`src/rtl/bra_pre_sel_upd.sv`:
```
// Chooser-table update controller: buffers resolved-branch events, does saturating RMW, flush sweep.
// Latency: table write the cycle after accept at the earliest, +1 cycle per lookup-stall cycle.
// Backpressure: upd_ready low while flushing or FIFO full; lookups always win the table port.
module bra_pre_sel_upd #(
  parameter int                ADDR_W     = 10,
  parameter int                DATA_W     = 2,
  parameter int                FIFO_DEPTH = 4,
  parameter logic [DATA_W-1:0] INIT_VAL   = DATA_W'(2'b10)
) (
  input  logic                        clk,
  input  logic                        reset,
  input  logic                        upd_valid,
  output logic                        upd_ready,
  input  logic [ADDR_W-1:0]           upd_idx,
  input  logic                        upd_loc_ok,
  input  logic                        upd_glb_ok,
  input  logic                        lkp_req,
  input  logic [ADDR_W-1:0]           lkp_idx,
  input  logic                        flush_req,
  output logic                        flush_done,
  output logic [ADDR_W-1:0]           tab_addr,
  output logic                        tab_wr_en,
  output logic [DATA_W-1:0]           tab_wr_data,
  input  logic [DATA_W-1:0]           tab_rd_data,
  output logic [$clog2(FIFO_DEPTH):0] fifo_cnt
);

  localparam int                PTR_W    = $clog2(FIFO_DEPTH);
  localparam int                CNT_W    = PTR_W + 1;
  localparam logic [DATA_W-1:0] MAX_VAL  = '1;
  localparam logic [ADDR_W-1:0] LAST_IDX = '1;

  typedef enum logic [1:0] {ST_IDLE, ST_UPDATE, ST_FLUSH} state_t;

  // One buffered event: which counter, and whether it moves toward global (inc) or local.
  typedef struct packed {
    logic [ADDR_W-1:0] idx;
    logic              inc;
  } ent_t;

  state_t            state_q, state_d;
  ent_t              mem_q [FIFO_DEPTH];
  logic [PTR_W-1:0]  wr_ptr_q, wr_ptr_d;
  logic [PTR_W-1:0]  rd_ptr_q, rd_ptr_d;
  logic [CNT_W-1:0]  cnt_q, cnt_d;
  logic [ADDR_W-1:0] sweep_q, sweep_d;
  logic              flush_done_q, flush_done_d;
  logic              push, pop, sweep_wr;
  logic [DATA_W-1:0] rmw_data;
  ent_t              head;

  assign head       = mem_q[rd_ptr_q];
  assign upd_ready  = (state_q != ST_FLUSH) && (cnt_q < CNT_W'(FIFO_DEPTH));
  // Events where both components agree carry no chooser information: accept and drop them.
  assign push       = upd_valid && upd_ready && (upd_loc_ok != upd_glb_ok);
  // Reset gates the write strobes so an in-flight update or sweep stops on the reset cycle.
  assign pop        = !reset && !lkp_req && (state_q == ST_UPDATE) && (cnt_q != '0);
  assign sweep_wr   = !reset && !lkp_req && (state_q == ST_FLUSH);
  assign fifo_cnt   = cnt_q;
  assign flush_done = flush_done_q;

  // Saturating step of the counter currently read at the head event's index.
  always_comb begin
    rmw_data = tab_rd_data;
    if (head.inc) begin
      if (tab_rd_data != MAX_VAL) rmw_data = tab_rd_data + 1'b1;
    end else begin
      if (tab_rd_data != '0) rmw_data = tab_rd_data - 1'b1;
    end
  end

  // Table port mux: lookup owns the port outright, otherwise sweep or head-of-queue RMW.
  always_comb begin
    tab_addr    = head.idx;
    tab_wr_data = rmw_data;
    tab_wr_en   = pop || sweep_wr;
    if (lkp_req) begin
      tab_addr = lkp_idx;
    end else if (state_q == ST_FLUSH) begin
      tab_addr = sweep_q;
    end
    if (state_q == ST_FLUSH) tab_wr_data = INIT_VAL;
  end

  // Next-state: FIFO pointers/count, sweep pointer and controller state.
  always_comb begin
    state_d      = state_q;
    wr_ptr_d     = wr_ptr_q;
    rd_ptr_d     = rd_ptr_q;
    cnt_d        = cnt_q;
    sweep_d      = sweep_q;
    flush_done_d = 1'b0;
    if (push) wr_ptr_d = wr_ptr_q + 1'b1;
    if (pop)  rd_ptr_d = rd_ptr_q + 1'b1;
    case ({push, pop})
      2'b10:   cnt_d = cnt_q + 1'b1;
      2'b01:   cnt_d = cnt_q - 1'b1;
      default: cnt_d = cnt_q;
    endcase
    case (state_q)
      ST_IDLE, ST_UPDATE: begin
        if (flush_req) begin
          // Pending events are stale once the table is reinitialised: drop them.
          state_d  = ST_FLUSH;
          sweep_d  = '0;
          wr_ptr_d = '0;
          rd_ptr_d = '0;
          cnt_d    = '0;
        end else if (cnt_d != '0) begin
          state_d = ST_UPDATE;
        end else begin
          state_d = ST_IDLE;
        end
      end
      ST_FLUSH: begin
        if (sweep_wr) begin
          sweep_d = sweep_q + 1'b1;
          if (sweep_q == LAST_IDX) begin
            flush_done_d = 1'b1;
            state_d      = ST_IDLE;
          end
        end
      end
      default: state_d = ST_IDLE;
    endcase
  end

  // Controller state registers with synchronous reset.
  always_ff @(posedge clk) begin
    if (reset) begin
      state_q      <= ST_IDLE;
      wr_ptr_q     <= '0;
      rd_ptr_q     <= '0;
      cnt_q        <= '0;
      sweep_q      <= '0;
      flush_done_q <= 1'b0;
    end else begin
      state_q      <= state_d;
      wr_ptr_q     <= wr_ptr_d;
      rd_ptr_q     <= rd_ptr_d;
      cnt_q        <= cnt_d;
      sweep_q      <= sweep_d;
      flush_done_q <= flush_done_d;
    end
  end

  // Event storage; contents are only meaningful below cnt_q so no reset is needed.
  always_ff @(posedge clk) begin
    if (push) mem_q[wr_ptr_q] <= '{idx: upd_idx, inc: upd_glb_ok};
  end

endmodule

```
`config.mk`:
```
export PLATFORM = sky130hd
export DESIGN_NAME = bra_pre_sel_upd
export DESIGN_NICKNAME = d
export VERILOG_FILES = /design/src/rtl/bra_pre_sel_upd.sv
export SDC_FILE = /design/constraint.sdc
export NUM_CORES = 1
export LEC_CHECK = 0
export ABC_AREA = 1
export BUFFER_PORTS_ARGS = -buffer_cell sky130_fd_sc_hd__buf_2
export CORE_MARGIN = 10
export CORE_UTILIZATION = 60
export CTS_BUF_LIST = sky130_fd_sc_hd__clkbuf_8
export CTS_CLUSTER_DIAMETER = 100
export DETAILED_ROUTE_END_ITERATION = 6
export GPL_TIMING_DRIVEN = 0
export PLACE_DENSITY_LB_ADDON = 0.05
export SYNTH_ARGS = -nofsm -noshare
export SYNTH_HDL_FRONTEND = slang
export SYNTH_SLANG_ARGS = --single-unit
export TNS_END_PERCENT = 20
```
`constraint.sdc`:
```
create_clock -name clk -period 4.08 [get_ports clk]
set_clock_uncertainty 0.1 [all_clocks]
set_input_delay 0 -clock clk [delete_from_list [all_inputs] [get_ports clk]]
set_output_delay 0 -clock clk [all_outputs]
set_load 0.005 [all_outputs]
```
* After elaboration in Yosys (flattened, before gate mapping) *
Memories as Yosys holds them, arrays and structs flattened. A register that Yosys moved wholly into a read port is not among the register bits.
Cells that the tools add are included.

cells by class
  divide/modulo/power cells = 0
  order comparisons = 1
  bitwise logic cells = 2
  add/subtract/negate cells = 7
  multiplexer cells = 27
  equality and inequality tests = 11
  shift operators = 0
  reduce and logical (&&, ||, !) cells = 19
  multipliers = 0

operator list
  cell                                                    number
  two-way mux 10 bit                                      4
  two-way mux 2 bit                                       14
  case mux 10 bit (2 select lines)                        1
  adder 10 x 1 -> 10 bit (second input constant)          1
  == test 10 bit (second input constant)                  1
  inequality test 2 bit (second input constant)           4
  logical AND 1 bit                                       7
  adder 2 x 1 -> 2 bit (second input constant)            3
  two-way mux 3 bit                                       2
  case mux 3 bit (2 select lines)                         1
  nonzero test 3 bit                                      2
  == test 2 x 1 -> 1 bit (second input constant)          2
  == test 2 bit (second input constant)                   2
  two-way mux 1 bit                                       4
  case mux 2 bit (2 select lines)                         1
  nonzero test 2 bit                                      2
  adder 3 x 1 -> 3 bit (second input constant)            1
  < comparator 3 bit (second input constant)              1
  AND reduction 3 bit                                     1
  OR reduction 3 bit                                      1
  subtractor 3 x 1 -> 3 bit (second input constant)       1
  logical NOT 1 bit                                       2
  logical NOT 2 bit                                       1
  inequality test 2 x 1 -> 1 bit (second input constant)  1
  6 further kinds                                         7

storage, ports and cells
  word-level logic and storage cells = 74
  latch bits = 0
  input bits = 29
  bits in registers = 20
  ROM bits = 0
  memories = 1
  RAM bits = 44

memories
  memory  depth  width  read ports  clocked after Yosys merged registers in  write ports  RTL line  text
  mem_q   4      11     1           1                                        1            42        ent_t mem_q [FIFO_DEPTH];

* Longest topological paths before layout *
Gate-level depths: netlist of run 1.

  depth in word-level cells = 10
  depth in mapped cells = 14

* Least setup slack after synthesis of run 1 *
No wires, ideal clock.

  path type = reg2reg
  start = register state_q[0]
  end = register state_q[0]
  arrival = 1,876 ps
  buffers on the path = 0
  stages on the path, launching flop included = 12
  slack = 1,995 ps
  clock period less this slack = 2,085 ps
  cells stage by stage = dfxtp_1 -> inv_2 -> nand2_2 -> nand3_2 -> nor2_4 -> inv_2 -> ha_1 -> fa_1 -> o21ai_0 -> nand4_1 -> nand2_1 -> inv_1

on the way
  cells in the longest elaborated chain, start to end = 10
  elaborated cells between the ends (all ways) = 21
  those cells by class = eq/ne: 7; mux: 4; reduce/logical: 10

RTL lines
  item                                                            RTL line  text
  start, declared                                                 41        state_t state_q, state_d;
  start signal, assigned                                          138       state_q <= state_d;
  inequality test 2 bit                                           53        assign upd_ready = (state_q != ST_FLUSH) && (cnt_q < CNT_W'(FIFO_DEPTH));
  logical AND 1 bit                                               53
  logical AND 1 bit (2 in a row)                                  55        assign push = upd_valid && upd_ready && (upd_loc_ok != upd_glb_ok);
  == test 2 x 1 -> 1 bit / == test 2 bit (equally long branches)  95        case ({push, pop})
  case mux 3 bit (2 select lines)                                 95
  nonzero test 3 bit                                              109       end else if (cnt_d != '0) begin
  two-way mux 1 bit                                               109
  two-way mux 2 bit                                               102       if (flush_req) begin
  case mux 2 bit (2 select lines)                                 100       case (state_q)

Several ways; a longest one is shown, not always the timed one.
A chain may end at the register's enable or synchronous reset.

* Final worst setup path of run 1 *
Same ends and word-level chain as after synthesis.

==> results of run 1 <==
-- synthesized netlist by cell type, types with 3 or more instances --
master	count	share of area [%]
dfxtp_1	20	13
buf_2	6	1.0
a21oi_1	14	2.3
o21ai_0	15	2.5
inv_1	21	2.6
nand3_1	8	1.3
ha_1	6	2.5
nand2_1	54	6.7
o21ai_1	32	5.3
edfxtp_1	44	44
nand2_2	3	0.63
nor2_1	76	9.5
inv_2	7	0.88
nand4_1	7	1.5
-- power by group --
| group | switching [W] | internal [W] | leakage, nW | total, W |
|---|---|---|---|---|
| registers | 0.00000901 | 0.000710 | 0.561 | 0.000719 |
| logic | 0.0000858 | 0.0000610 | 0.850 | 0.000147 |
| clock network | 0.000243 | 0.000338 | 0.104 | 0.000581 |
-- kinds of logic after synthesis --
kind of cell    Yosys count  synth area share, %
compound gates           62                 10.4
flops                    64                 57.3
xor+xnor                  2                0.583
buf+inv                  40                 5.63
simple gates            158                 22.9
fa+ha+maj                 7                 3.17
-- registers in the layout (all words and copies together), names as in the netlist --
register    cells
fifo_cnt        3
flush_done      1
mem_q          44
rd_ptr_q        2
state_q         2
sweep_q        10
wr_ptr_q        2
-- layout make-up --
| type | instances | share of cell area (%) |
|---|---|---|
| tap | 67 | 2.28 |
| inverter | 30 | 3.06 |
| clock inverter | 7 | 2.38 |
| buffer | 10 | 1.53 |
| clock buffer | 9 | 3.37 |
| sequential | 64 | 46.8 |
| multi-input combinational | 229 | 30.2 |
| timing repair buffer | 61 | 10.3 |
-- what timing repair did --
action	4_1_cts	5_1_grt
endpoints found under the setup margin	0	0
hold endpoints to repair	54	0
hold buffers	15	0
-- metrics by stage --
step / power (W) / std cells / cell area, um^2
finish: 0.00145 / 477 / 3680
global route: 0.00150 / 477 / 3680
CTS: 0.00145 / 477 / 3680
detailed placement: 0.000869 / 446 / 3320
global placement: 0.000865 / 446 / 3320
floorplan: 0.000810 / 333 / 3000
-- path summary, 6_finish.rpt --
kind | startpoint | to | slack, ns | depth (start not counted)
worst min register to register | sweep_q[4] | sweep_q[4] | 0.36 | 2
worst max-delay path | state_q[0] | state_q[0] | 1.71 | 11
worst min-delay path | upd_loc_ok | wr_ptr_q[1] | 0.03 | 5
worst max register to register | state_q[0] | state_q[0] | 1.71 | 11
-- per-layer routing --
layer / up-vias / part of all wire (%) / track usage, %
li1: 1257 / - / -
met1: 1184 / 44 / 21.9
met2: 90 / 47 / 27.7
met3: 10 / 6.6 / 4.24
met4: 0 / 2.0 / 8.36
met5: - / 0 / 0
-- tightest hold or removal path: cells and delay by family --
family / cells / cell delay (ns)
and+or+nand+nor: 2 / 0.19
AOI/OAI and AO/OA: 1 / 0.07
xor gates and xnor gates: 1 / 0.09
buffers and inverters: 1 / 0.08
==> results.tsv, run 1 <==
stage	metric	value	unit
run_status	status	complete, no violations	
yosys	ys_seq_elements	64	
clock_network	numClockSinks	64	
timing	hold_violations	0	
power	ir_worst_vdd	0.281	mV
global_route	grt_pass1_vias	2370	
worst_setup_path	cp_top_family	adder cells	
finish	diodes	0	
timing	worstMarginPinSlew	1.15	ns
routing	post_drt_wl_per_cell	14.9	um
floorplan	chipHeight	90.7	um
finish	fin_util	76.9	%
yosys	synth.distinct_cells	30	
worst_setup_path	critPathKind	flip-flop to flip-flop	
yosys	syn_nets	369	
clock_network	cts_buffers	9	
power	power.leakage	1.51	nW
place	pre_cts_ws	1.74	ns
timing	maxSlewViolCount	0	
yosys	synth_area	3000	um^2
clock_network	clk_path_buf_depth	2	
finish	layout_commonest_cell	nor2_1	
finish	final_nets	441	
routing	drc	0	
timing	finalSetupTns	0	ns
global_route	grt_pass1_wl	11400	um
timing	setup_ws	1.71	ns
finish	layout_common_cells	nor2_1 (76), nand2_1 (54), buf_2 (52), edfxtp_1 (44), o21ai_1 (32)	
flow_run	drv_cap	0	
clock_network	cts_tree	built	
finish	seq_area	1720	um^2
routing	drt_iter0_drc	215	
timing	finalCritPeriodShare	58.0	%
timing	fin_hold_ws	0.0344	ns
worst_setup_path	startpoint_type	flip-flop	
routing	route.vias.total	2541	
floorplan	die_area	8230	um^2
routing	viasPerCell	5.33	
timing	finalSetupViolations	0	
timing	fin_crit	2.37	ns
finish	multi_input_area	1110	um^2
yosys	yosys_most_used_dff	edfxtp_1	
clock_network	clock_latency	0.34	ns
yosys	synth_edf_count	44	
routing	drt-pass1-iter-count	5	
finish	fill_cells	365	
power	power_density	393	nW/um^2
floorplan	die_w	90.7	um
worst_setup_path	critical_path_buf_inv_count	3	
worst_setup_path	crit_arrival	2.51	ns
finish	final_layout_size_suffix_gt1_share	21.0	%
timing	rsz0062_at_grt	no	
floorplan	boundaryPins	47	
yosys	syn_inst	333	
worst_setup_path	cpMostUsedCell	inv_2	
floorplan	rows	25	
place	port_buffers	46	
worst_setup_path	crit_path_end_kind	flip-flop	
global_route	grt_overflow	0	
routing	ant_nets	0	
yosys	yosys_warnings	0	
yosys	synthArstFlopShare	0	%
clock_network	clk_pin_slew_worst_paths	0.07	ns
yosys	avgSynthCellArea	9.02	um^2
global_route	grt_use_total	17.5	%
clock_network	cts_resized	0	
clock_network	cts_setup_buffers	0	
global_route	antenna_found_initial	0	
worst_setup_path	path_max_fanout	7	
yosys	ys_seq_area_share	57.3	%
floorplan	start_util	62.7	%
timing	max_freq	0.422	GHz
worst_setup_path	crit_required	4.22	ns
floorplan	core-area	4790	um^2
routing	routed_wl	7100	um
place	place_hpwl	4950	um
worst_setup_path	cp_slowest_cell	dfxtp_1	
place	gp_congestion	0.831	
timing	slew_headroom	22.8	%
clock_network	htree_levels	3	
hold_path	hold_path_class	primary input to flip-flop	
worst_setup_path	slowest_delay	0.48	ns
finish	layout-area-overhead-vs-synth	22.5	%
global_route	grt_max_degree	12	
clock_network	root_buffer	clkbuf_8	
worst_setup_path	cp_cell_sequence	inv_2, nand2_2, nand3_2, nor2_4, inv_2, ha_1, fa_1, o21ai_0, nand4_1, nand2_1, inv_1	
Power figures use the tool's default switching activity.
==> run 2: changes to the inputs <==
--- a/config.mk
+++ b/config.mk
@@ -8,7 +8,7 @@
 export ABC_AREA = 1
 export BUFFER_PORTS_ARGS = -buffer_cell sky130_fd_sc_hd__buf_2
 export CORE_MARGIN = 10
-export CORE_UTILIZATION = 60
+export CORE_UTILIZATION = 53
 export CTS_BUF_LIST = sky130_fd_sc_hd__clkbuf_8
 export CTS_CLUSTER_DIAMETER = 100
 export DETAILED_ROUTE_END_ITERATION = 6
==> constraint.sdc (replaced) <==
create_clock -name clk -period 2 [get_ports clk]
set_clock_uncertainty 0.1 [all_clocks]
set_input_delay 0 -clock clk [delete_from_list [all_inputs] [get_ports clk]]
set_output_delay 0 -clock clk [all_outputs]
set_load 0.005 [all_outputs]
==> run 2 against run 1 <==
The run now ends with setup timing left. Highest routed layer unchanged. Non-clock buffer count grew 2. Combinational power grew 110%. Worst setup slack lost 1.8 ns. Critical path depth shrank 1. Global-route usage shrank 0.82 points. Cell count grew 1.5%. Largest cell class unchanged. Die area grew 10%.
==> results.tsv, run 2 (synthesis gave the netlist of run 1 again) <==
stage	metric	value	unit
global_route	grt_overflow	0	
place	pre_cts_ws	-0.221	ns
timing	slew_headroom	53.1	%
clock_network	root_buffer	clkbuf_8	
worst_setup_path	critical_path_buf_inv_count	2	
power	swShare	26.8	%
worst_setup_path	path_max_fanout	5	
power	internal-power	0.00202	W
routing	ant_nets	0	
power	power_density	744	nW/um^2
worst_setup_path	cp_slowest_cell	fa_2	
floorplan	die_w	95.3	um
clock_network	clk_pin_slew_worst_paths	0.07	ns
worst_setup_path	crit_path_end_kind	flip-flop	
finish	multi_input_area	1150	um^2
power	p_seq_share	53.0	%
routing	viasPerCell	5.12	
timing	rsz0062_at_grt	yes	
place	port_buffers	46	
place	place_hpwl	5040	um
floorplan	start_util	54.5	%
power	power_frac_comb	11.3	%
routing	route.vias.total	2476	
place	gp_congestion	0.798	
clock_network	cts_buffers	9	
clock_network	htree_levels	3	
clock_network	clock_latency	0.35	ns
routing	drt-pass1-iter-count	5	
finish	layout_common_cells	nor2_1 (72), nand2_1 (54), buf_2 (52), edfxtp_1 (44), o21ai_1 (32)	
timing	finalSetupViolations	2	
worst_setup_path	critPathKind	flip-flop to flip-flop	
clock_network	clk_path_buf_depth	2	
routing	drc	0	
clock_network	cts_tree	built	
worst_setup_path	r2r-start	fifo_cnt[0]	
floorplan	rows	27	
worst_setup_path	cp_top_family	adder cells	
hold_path	hold_path_class	primary input to flip-flop	
worst_setup_path	cp_cell_sequence	nor2_1, nand2_1, nand4_1, clkinv_2, ha_4, fa_2, o21ai_2, nand4_1, nand2_1, inv_1	
timing	worstMarginPinSlew	0.702	ns
worst_setup_path	startpoint_type	flip-flop	
global_route	grt_pass1_vias	2447	
finish	fin_util	67.5	%
global_route	grt_max_degree	13	
worst_setup_path	startpoint	fifo_cnt[0]	
finish	largest_register_ffs	44	
run_status	violations	setup timing	
hold_path	hold_start	upd_loc_ok	
finish	final_layout_size_suffix_gt1_share	24.8	%
global_route	antenna_found_initial	0	
power	clockPowerShare	35.7	%
floorplan	boundaryPins	47	
power	ir_worst_vdd	0.651	mV
place	dpl.cell_count	451	
floorplan	chipHeight	95.3	um
timing	finalCritPeriodShare	106	%
flow_run	drv_cap	0	
finish	seq_area	1730	um^2
finish	fin_cells	484	
floorplan	core-area	5510	um^2
timing	hold_violations	0	
routing	routed_wl	7300	um
finish	final_nets	443	
timing	fin_crit	2.13	ns
power	p_switching	0.000741	W
worst_setup_path	slowest_delay	0.42	ns
routing	drt_iter0_drc	169	
run_status	status	finished with violations	
worst_setup_path	crit_required	2.15	ns
finish	regMostFlops	mem_q	
timing	fin_hold_ws	0.0516	ns
finish	diodes	0	
finish	fill_cells	456	
global_route	grt_pass1_wl	11700	um
timing	max_freq	0.470	GHz
timing	setup_ws	-0.125	ns
routing	post_drt_wl_per_cell	15.1	um
power	power.leakage	1.51	nW
worst_setup_path	crit_arrival	2.27	ns
finish	layout_commonest_cell	nor2_1	
timing	maxSlewViolCount	0	
finish	layout-area-overhead-vs-synth	23.7	%
global_route	grt_use_total	16.7	%
floorplan	die_area	9080	um^2
clock_network	numClockSinks	64	
run 2: tightest hold or removal path, stage by stage:
cell and delay, ns:
buf_2 0.08, xnor2_1 0.10, nor2_4 0.13, o21ai_1 0.07, nor2_1 0.07
run 2: per-stage QoR:
step | cell area [um^2] | setup TNS, ns | total power (W)
2_1_floorplan | 3000 | 0 | 0.00165
3_3_place_gp | 3320 | -8.25 | 0.00177
3_5_place_dp | 3320 | -8.96 | 0.00177
4_1_cts | 3680 | -2.08 | 0.00276
5_1_grt | 3710 | -0.307 | 0.00286
6_report | 3710 | -0.130 | 0.00276
run 2: routing by layer:
metal  up-vias  routed length [um]  share of wire [%]  GRT usage, %
met5         -                   0                  0             0
met4         0                 113                1.5          8.23
met3         9                 416                5.7          3.85
met2        63                3510                 48          26.6
met1      1151                3260                 45          20.9
li1       1253                   -                  -             -
run 2: layout make-up:
type                       count  share of cell area, %
sequential                    64                   46.7
clock buffer                   9                   3.33
inverter                      30                   3.07
timing repair buffer          63                   10.8
multi-input combinational    229                   30.9
buffer                        10                   1.55
tap                           72                   2.43
clock inverter                 7                   1.31
run 2: power by group through the flow:
stage	logic (W)	clock network [W]	registers (W)
after floorplan	0.000161	0	0.00149
final	0.000313	0.000986	0.00147
after global routing	0.000349	0.00105	0.00147
after detailed placement	0.000277	0	0.00150
after CTS	0.000305	0.000986	0.00146
after global placement	0.000274	0	0.00149
run 2: worst paths after layout:
| check | to | slack [ns] | depth (start not counted) |
|---|---|---|---|
| max | state_q[0] | -0.13 | 10 |
| min | wr_ptr_q[1] | 0.05 | 5 |
| max reg2reg | state_q[0] | -0.13 | 10 |
| min reg2reg | sweep_q[4] | 0.37 | 2 |
run 2: timing repair:
item / in CTS / in global routing
buffers inserted: 0 / 0
hold endpoints to repair: 53 / 0
pin swaps: 0 / 1
hold buffers: 17 / 0
gates resized for setup: 6 / 13
endpoints found under the setup margin: 47 / 32
==> run 3: changes to the inputs <==
==> constraint.sdc (replaced) <==
create_clock -name clk -period 2 [get_ports clk]
set_clock_uncertainty 0.1 [all_clocks]
set_input_delay 0.2 -clock clk [delete_from_list [all_inputs] [get_ports clk]]
set_output_delay 0.2 -clock clk [all_outputs]
set_load 0.005 [all_outputs]
==> run 3 against run 2 <==
The flow still finishes with violations (setup timing). Flip-flop and latch count unchanged. Sequential power about the same. Cell area down 0.71%. Maximum frequency down 0.14%. Via count down 1.1%. Sequential share of layout area up 0.43 points. Core utilization down 0.48 points. Count of clock-buffer cells in the layout unchanged. Non-clock buffer count down 5. Largest power group unchanged. Highest routed layer unchanged.
==> results.tsv, run 3 (synthesis gave the netlist of run 1 again) <==
stage	metric	value	unit
worst_setup_path	rrSetupSlack	-0.13	ns
finish	largest_register_ffs	44	
global_route	met3_usage	3.85	%
finish	regMostFlops	mem_q	
floorplan	die_area	9080	um^2
worst_setup_path	startpoint	fifo_cnt[0]	
finish	multi_input_area	1150	um^2
global_route	grt_overflow	0	
finish	final_layout_size_suffix_gt1_share	25.6	%
power	p_total	0.00276	W
worst_setup_path	slowest_delay	0.42	ns
worst_setup_path	r2r-end	state_q[0]	
place	place_hpwl	5040	um
routing	drc	0	
clock_network	root_buffer	clkbuf_8	
global_route	use_met2	26.4	%
timing	finalSetupViolations	2	
timing	slew_headroom	54.4	%
clock_network	cts_buffers	9	
timing	worstMarginPinSlew	0.684	ns
global_route	antenna_found_initial	0	
worst_setup_path	cp_slowest_cell	fa_2	
worst_setup_path	crit_arrival	2.28	ns
finish	fill_cells	464	
timing	rsz0062_at_grt	yes	
power	power.leakage	1.49	nW
floorplan	die_w	95.3	um
place	gp_congestion	0.798	
floorplan	chipHeight	95.3	um
power	power_density	747	nW/um^2
routing	drt-pass1-iter-count	4	
worst_setup_path	r2r-start	fifo_cnt[0]	
global_route	grt.busiest_layer	met2	
flow_run	drv_cap	0	
clock_network	clk_path_buf_depth	2	
finish	diodes	0	
timing	hold_violations	0	
global_route	grt_use_total	16.5	%
hold_path	worstHoldPathCells	4	
timing	maxSlewViolCount	0	
finish	layout_commonest_cell	nor2_1	
clock_network	clock_latency	0.35	ns
floorplan	start_util	54.5	%
finish	fin_cells	479	
timing	finalSetupTns	-0.137	ns
timing	max_freq	0.470	GHz
timing	fin_crit	2.13	ns
clock_network	cts_setup_buffers	0	
finish	layout-area-overhead-vs-synth	22.8	%
floorplan	core-area	5510	um^2
global_route	grt_pass1_vias	2418	
global_route	grt_pass1_wl	11500	um
routing	post_drt_wl_per_cell	15.1	um
global_route	grtUsageMet1	20.6	%
place	port_buffers	46	
place	dpl.cell_count	451	
worst_setup_path	crit_path_end_kind	flip-flop	
global_route	grt_max_degree	13	
hold_path	whs_endpoint	state_q[0]	
run_status	violations	setup timing	
timing	setup_ws	-0.128	ns
floorplan	boundaryPins	47	
worst_setup_path	startpoint_type	flip-flop	
routing	routed_wl	7220	um
finish	seq_area	1740	um^2
worst_setup_path	path_max_fanout	5	
worst_setup_path	reg2regPathDepth	10	
worst_setup_path	critPathKind	flip-flop to flip-flop	
floorplan	rows	27	
routing	route.vias.total	2449	
clock_network	cts_tree	built	
finish	layout_common_cells	nor2_1 (72), nand2_1 (54), buf_2 (49), edfxtp_1 (44), o21ai_1 (32)	
clock_network	htree_levels	3	
routing	drt_iter0_drc	195	
finish	final_nets	438	
hold_path	hold_path_class	primary input to flip-flop	
clock_network	clk_pin_slew_worst_paths	0.07	ns
worst_setup_path	crit_required	2.15	ns
run_status	status	finished with violations	
hold_path	hold_start	flush_req	
power	ir_worst_vdd	0.650	mV
clock_network	numClockSinks	64	
routing	ant_nets	0	
timing	finalCritPeriodShare	106	%
routing	viasPerCell	5.11	
worst_setup_path	cp_cell_sequence	nor2_1, nand2_1, nand4_1, clkinv_2, ha_4, fa_2, o21ai_2, nand4_1, nand2_1, inv_1	
-- run 3: area by class of cell --
cell class                 count  share of cell area [%]
sequential                    64                    47.1
multi-input combinational    229                    31.2
timing repair buffer          58                    9.50
clock buffer                   9                    3.36
inverter                      30                    3.15
tap                           72                    2.44
buffer                        10                    1.93
clock inverter                 7                    1.32
-- run 3: layer usage --
| metal | vias up | wire (um) |
|---|---|---|
| met5 | - | 0 |
| li1 | 1247 | - |
| met3 | 8 | 354 |
| met2 | 57 | 3500 |
| met4 | 0 | 93 |
| met1 | 1137 | 3280 |
-- run 3: what timing repair did --
action,in CTS,in global routing
hold endpoints to repair,46,0
gates cloned,0,0
setup endpoints to repair,56,36
gates resized for setup,9,20
hold buffers,12,0
pin swaps,0,1
-- run 3: worst max-delay path by stage --
stage             endpoint
6_report        state_q[0]
3_3_place_gp   mem_q[2][9]
2_1_floorplan   state_q[0]
4_1_cts         state_q[0]
3_5_place_dp   mem_q[0][9]
5_1_grt         state_q[0]
-- run 3: critical path, delay by kind of cell, from the launching register on --
kind                       cells  cell delay, ns
AOI/OAI and AO/OA              1            0.16
and+or+nand+nor                5            0.60
adders and majority gates      2            0.61
buffers and inverters          2            0.20
DFF                            1            0.36
-- run 3: where the power goes --
part	leakage, nW	switching (W)	total [W]	internal (W)
Combinational	0.848	0.000179	0.000305	0.000126
Sequential	0.565	0.0000196	0.00146	0.00145
Clock	0.0789	0.000540	0.000986	0.000446
Total	1.49	0.000739	0.00276	0.00202
-- run 3: metrics by stage --
step | utilization [%] | worst slack [ns] | instance area, um^2 | hold WS, ns
global placement | 60.4 | -0.225 | 3320 | 0.314
CTS | 66.0 | -0.174 | 3630 | 0.0172
detailed placement | 60.4 | -0.221 | 3320 | 0.316
global route | 67.0 | -0.185 | 3690 | 0.0270
floorplan | - | 0.0277 | 3000 | 0.169
finish | 67.0 | -0.128 | 3690 | 0.0275
